**config.mk**
```make
export PLATFORM = sky130hd
export DESIGN_NAME = pwm_channel_bank
export DESIGN_NICKNAME = d
export VERILOG_FILES = /design/src/rtl/pwm_channel_bank.sv
export SDC_FILE = /design/constraint.sdc
export NUM_CORES = 2
export LEC_CHECK = 0
export ABC_AREA = 1
export CORE_MARGIN = 1
export CORE_UTILIZATION = 35
export CTS_BUF_LIST = sky130_fd_sc_hd__clkbuf_16
export DETAILED_ROUTE_END_ITERATION = 16
export HOLD_SLACK_MARGIN = 0.02
export MAX_ROUTING_LAYER = met4
export PLACE_DENSITY = 0.54
export SYNTH_ARGS = -nofsm -noshare
export SYNTH_HDL_FRONTEND = slang
export SYNTH_SLANG_ARGS = --single-unit
```
**constraint.sdc**
```tcl
create_clock -name clk -period 58.4 [get_ports clk]
set_clock_uncertainty 0.05 [all_clocks]
set_input_delay 11.68 -clock clk [delete_from_list [all_inputs] [get_ports clk]]
set_output_delay 11.68 -clock clk [all_outputs]
set_load 0.05 [all_outputs]
```
**src/rtl/pwm_channel_bank.sv**
```systemverilog
// pwm_channel_bank: multi-channel PWM generator with period-boundary shadowed config updates
module pwm_channel_bank #(
  parameter int CH_NUM = 8
) (
  input  logic              clk,
  input  logic              rst,
  input  logic              pwm_config_vld,
  input  logic [7:0]        pwm_config_channel,
  input  logic              pwm_en,
  input  logic [27:0]       pwm_period,
  input  logic [27:0]       pwm_hlevel,
  output logic [CH_NUM-1:0] pwm_out,
  output logic [CH_NUM-1:0] pwm_pending,
  output logic              pwm_cfg_err
);
  logic in_range;
  assign in_range = {1'b0, pwm_config_channel} < 9'(CH_NUM);
  // one-cycle error pulse for configs aimed at a channel that does not exist
  always_ff @(posedge clk or posedge rst)
    if (rst) pwm_cfg_err <= 1'b0;
    else pwm_cfg_err <= pwm_config_vld && !in_range;
  for (genvar i = 0; i < CH_NUM; i++) begin : g_ch
    logic a_en, s_en, pend, out, hit, run, bnd;
    logic [27:0] a_per, a_hl, s_per, s_hl, cnt;
    assign hit = pwm_config_vld && in_range && pwm_config_channel == 8'(i);
    assign run = a_en && a_per != 28'd0;
    assign bnd = run && cnt == a_per - 28'd1;
    // idle or boundary configs go straight to active; mid-period ones wait in the shadow
    always_ff @(posedge clk or posedge rst)
      if (rst) begin
        {a_en, a_per, a_hl} <= '0;
        {s_en, s_per, s_hl} <= '0;
        pend <= 1'b0;
        cnt <= '0;
        out <= 1'b0;
      end else begin
        out <= run && cnt < a_hl;
        if (hit && (!run || bnd)) begin
          {a_en, a_per, a_hl} <= {pwm_en, pwm_period, pwm_hlevel};
          pend <= 1'b0;
          cnt <= '0;
        end else begin
          if (hit) begin
            {s_en, s_per, s_hl} <= {pwm_en, pwm_period, pwm_hlevel};
            pend <= 1'b1;
          end else if (bnd && pend) begin
            {a_en, a_per, a_hl} <= {s_en, s_per, s_hl};
            pend <= 1'b0;
          end
          cnt <= run && !bnd ? cnt + 28'd1 : 28'd0;
        end
      end
    assign pwm_out[i] = out;
    assign pwm_pending[i] = pend;
  end
endmodule

```
After elaboration in Yosys (flattened, before gate mapping)
Cells that the tools add are included.
{ "word_totals": {"ff_bits": 1153, "input_bits": 68} }
{ "op_classes": {"add_sub_neg": 16, "n_lt_le_gt_ge": 9, "eq_ne": 23, "mux": 112, "bitwise_logic": 8, "reduce_logical": 124} }
{ "ops": {"columns": ["cell", "count"], "rows": [
  ["2-to-1 mux 28 bit", 64],
  ["adder 28 x 1 -> 28 bit (second input constant)", 8],
  ["equality test 28 bit", 8],
  ["< comparator 28 bit", 8],
  ["nonzero test 28 bit", 8],
  ["subtractor 28 x 1 -> 28 bit (second input constant)", 8],
  ["logical AND 1 bit", 58],
  ["2-to-1 mux 1 bit", 48],
  ["equality test 8 x 3 -> 1 bit (second input constant)", 4],
  ["AND reduction 2 bit", 16],
  ["nonzero test 3 bit", 8],
  ["zero test 1 bit", 17],
  ["equality test 8 x 2 -> 1 bit (second input constant)", 2],
  ["!= test 2 x 1 -> 1 bit (second input constant)", 8],
  ["nonzero test 2 bit", 8],
  ["equality test 8 x 1 -> 1 bit (second input constant)", 1],
  ["zero test 8 bit", 1],
  ["logical OR 1 bit", 8],
  ["< comparator 8 x 4 -> 1 bit (second input constant)", 1],
  ["NOT 1 bit", 8]
]} }

Depth between registers and ports, before layout
{ "logic_depth": {"word_depth": 7, "ltp_mapped": 22, "ltp_nobuf": 21} }

Worst setup path after synthesis
No wires, ideal clock.
{ "synth_path": {"path_type": "input-to-reg", "start": "in pwm_config_channel[4]", "end": "reg g_ch[3].a_hl[19]", "arrival_time_ns": 13.354, "setup_slack_ns": 44.879, "stages": 14, "path_buffers": 3, "cell_sequence": "nor2_1 > nand4_1 > inv_1 > nand2_1 > nor2_1 > inv_1 > and3_1 > clkbuf_1 > clkbuf_1 > clkbuf_1 > nand4_1 > nand2_1 > nand2_1 > nand2_1"} }
{ "synth_between": {"elab_chain_len": 6, "word_cells_on_any_way": 9} }
{ "synth_rtl": {"columns": ["item", "line_no", "source"], "rows": [
  ["start: declaration", "8", "input logic [7:0] pwm_config_channel,"],
  ["< comparator 8 x 4 -> 1 bit", "17", "assign in_range = {1'b0, pwm_config_channel} < 9'(CH_NUM);"],
  ["logical AND 1 bit", "25", "assign hit = pwm_config_vld && in_range && pwm_config_channel == 8'(i);"],
  ["logical AND 1 bit (*)", "25", null],
  ["logical AND 1 bit", "38", "if (hit && (!run || bnd)) begin"],
  ["!= test 2 x 1 -> 1 bit (no line) / nonzero test 2 bit (equally long branches)", null, null],
  ["AND reduction 2 bit (no line)", null, null],
  ["end signal: assignment", "39", "{a_en, a_per, a_hl} <= {pwm_en, pwm_period, pwm_hlevel};"],
  ["end signal: assignment", "47", "{a_en, a_per, a_hl} <= {s_en, s_per, s_hl};"],
  ["end: declaration", "24", "logic [27:0] a_per, a_hl, s_per, s_hl, cnt;"]
]} }
Mark *: on every way between the ends. The rest lies on a longest branch, timed or not.
A chain may end at the register's enable or synchronous reset.

==> impl_metrics.toml <==
[logic_synthesis]
ys.flop_type = "dfrtp_1"
synthAdderAreaFrac_pct = 4.37
yosysSeqAreaShare_pct = 42.0
synth_seq_cells = 1153
synth_top_area_share_pct = 42.0
netlist_instances = 9433
synth_area_leader_cell = "dfrtp_1"
yosysWarnings = 0
muxShareOfSynthArea_pct = 0
synthDistinctLibCells = 58
synth-simple-area-share_pct = 33.4
synthTopCellsByArea = "dfrtp_1, nand2_1, nand3_1"
syn_area_sq_um = 68700
synth_top_family_by_area = "simple AND/OR/NAND/NOR gates"
async_flop_share_pct = 100
synth_compound_area_share_pct = 6.72
synth-edff-count = 0
syn-num-nets = 9741
yosys.area_share.xor_xnor_pct = 3.75
syn_avg_cell_area_sq_um = 7.28

[power_and_ir_drop]
switching_share_pct = 28.0
pwr-share-seq_pct = 44.5
power.internal_mw = 1.32
clkPwrFrac_pct = 44.8
vdd_ir_drop_max_mv = 0.0310
totalPowerFinal_mw = 1.83
p_switching_mw = 0.514
combinationalPowerShare_pct = 10.7
p_per_area_nw_per_um2 = 24.3
p_leak_nw = 39.1

[worst_hold_path]
holdPathEnd = "g_ch[2].s_hl[3]$_DFFE_PP0P_"
min_from = "g_ch[2].s_hl[3]$_DFFE_PP0P_"
hold_depth = 2
hold_path_class = "reg -> reg"

[worst_setup_path]
r2r-start = "g_ch[4].a_per[0]$_DFFE_PP0P_"
required_ns = 59.21
setup.worst_path.start_class = "input port"
worstSetupEndpointType = "async pin"
crit_start = "rst"
ff2ff_setup_slack_ns = 53.41
worstPathMaxFanout = 157
ff2ff_path_depth = 18
path_class = "in -> async"
timing.rr.end = "g_ch[4].a_per[21]$_DFFE_PP0P_"
critical_path_arrival_ns = 16.02

[floorplan]
initial_core_util_pct = 35.2
fp.dieH_microns = 445
dieArea_sq_um = 198000
die_w_microns = 445
coreArea_sq_um = 195000
row_count = 162
ios = 85

[timing]
hold_ws_ns = 0.430
hold_viol = 0
rsz0062_at_grt = "no"
fmax_mhz = 65.7
fin_crit_sh_pct = 26.0
setup_viol = 0
slew_headroom_pct = 11.2
finalSetupTns_ns = 0
final.min_clock_period_ns = 15.21
report.final.slew_viol_count = 0
worst_slew_pin_slew_ns = 1.33

[grt]
grt_pass1_vias = 57726
grt_pass1_wl_mm = 370
grt_usage_pct = 25.2
grt-ovfl-total = 0
antenna_found_initial = 15
grt_max_degree = 166

[cells_and_area]
drive_gt1_share_pct = 4.81
final.fill_count = 20579
fin_area_sq_um = 75400
nNetsFinal = 9576
final_common_cell = "nand2_1"
stdcell_count = 12010
final_cell_mix = "nand2_1, nand3_1, dfrtp_1"
area.growth.synth_to_final_pct = 9.78

[drt]
drtIter0Drc = 6048
wl_per_cell_microns = 20.4
dr_total_vias = 61829
vias_per_cell = 5.15
drc_errors = 0
ant_nets = 0
drt_wl_total_mm = 245
drtPass1Iterations = 6

[clocking]
htreeDepth = 4
numCtsBuffers = 138
clock_path_buffers = 3
cts_resized = 0
cts_tree = "built"
root_buffer = "clkbuf_16"
clk_pin_slew_ns = 0.05
cts_setup_buffers = 0
clkLatencyLatePin_ns = 0.79
clkSinkCount = 1153
holdBufCountCts = 0

[outcome]
outcome = "finished, final reports clean"

[place]
dpl.hpwl_mm = 169
placed_cells = 11752
dpl_cell_area_sq_um = 71200
io_buffers = 84
gp_congestion = 0.944

[job]
max-cap-violations = 0
==> cells by family after synthesis <==
family                     after synthesis
AOI/OAI and AO/OA                      866
and+or+nand+nor                       5308
DFF                                   1153
xor gates and xnor gates               288
adders and majority gates              240
buffers and inverters                 1578
==> power by group through the flow <==
stage	logic (mW)	registers (mW)	clock network [mW]
floorplan	0.124	0.827	0
global placement	0.194	0.830	0
detailed placement	0.196	0.830	0
CTS	0.196	0.816	0.840
global route	0.218	0.816	0.868
finish	0.196	0.816	0.822
==> routing by layer <==
metal  GRT usage (%)  part of all wire (%)
met1            34.4                    46
met2            37.8                    44
met3            3.34                   5.8
met4            10.1                   4.3
met5               -                     0
==> sequential cells by signal (all words and copies together) (netlist names) <==
signal and flops:
g_ch.a_en 8, g_ch.s_en 8, g_ch.pend 8, pwm_cfg_err 1, g_ch.a_hl 224, g_ch.cnt 224
g_ch.s_hl 224, g_ch.a_per 224, g_ch.s_per 224, g_ch.out 8
==> how the worst max path moves through the flow <==
stage                                endpoint  slack (ns)  depth (start not counted)
floorplan            g_ch[0].a_en$_DFFE_PP0P_       14.20                          1
global placement    g_ch[6].cnt[17]$_DFF_PP0_       42.35                          6
detailed placement  g_ch[6].cnt[22]$_DFF_PP0_       42.33                          6
CTS                     g_ch[6].out$_DFF_PP0_       43.19                          6
global route            g_ch[6].out$_DFF_PP0_       42.62                          6
finish                  g_ch[6].out$_DFF_PP0_       43.19                          6
==> per-stage QoR <==
| step | util (%) | setup WS [ns] |
|---|---|---|
| 2_1_floorplan | - | 14.20 |
| 4_1_cts | 38.7 | 43.19 |
| 3_5_place_dp | 36.5 | 42.33 |
| 5_1_grt | 38.7 | 42.62 |
| 3_3_place_gp | 36.5 | 42.35 |
| 6_report | 38.7 | 43.19 |
==> cell type report <==
type / instances / area [sq um] / area share [%]
Multi-Input combinational cell: 6702 / 33400 / 44.2
Timing Repair Buffer: 180 / 1610 / 2.14
Antenna cell: 13 / 32.5 / 0.0431
Sequential cell: 1153 / 28900 / 38.2
Inverter: 1093 / 4110 / 5.45
Clock buffer: 144 / 3600 / 4.78
Tap cell: 2624 / 3280 / 4.35
Clock inverter: 101 / 574 / 0.761
==> synthesized netlist by cell type (all sizes together) (145+ instances only) <==
cell,n
nand2,2765
inv,1087
nand3,1252
xor2,174
nor2,852
dfrtp,1153
buf,268
nand4,187
ha,240
a21oi,145
o21ai,636
clkbuf,217
==> worst max-delay path, cell delays in order <==
cell and delay [ns]:
clkdlybuf4s50_1 0.49, inv_8 0.53, buf_12 0.67, buf_12 0.67, buf_4 0.85, buf_4 0.63
Power figures use the tool's default switching activity.
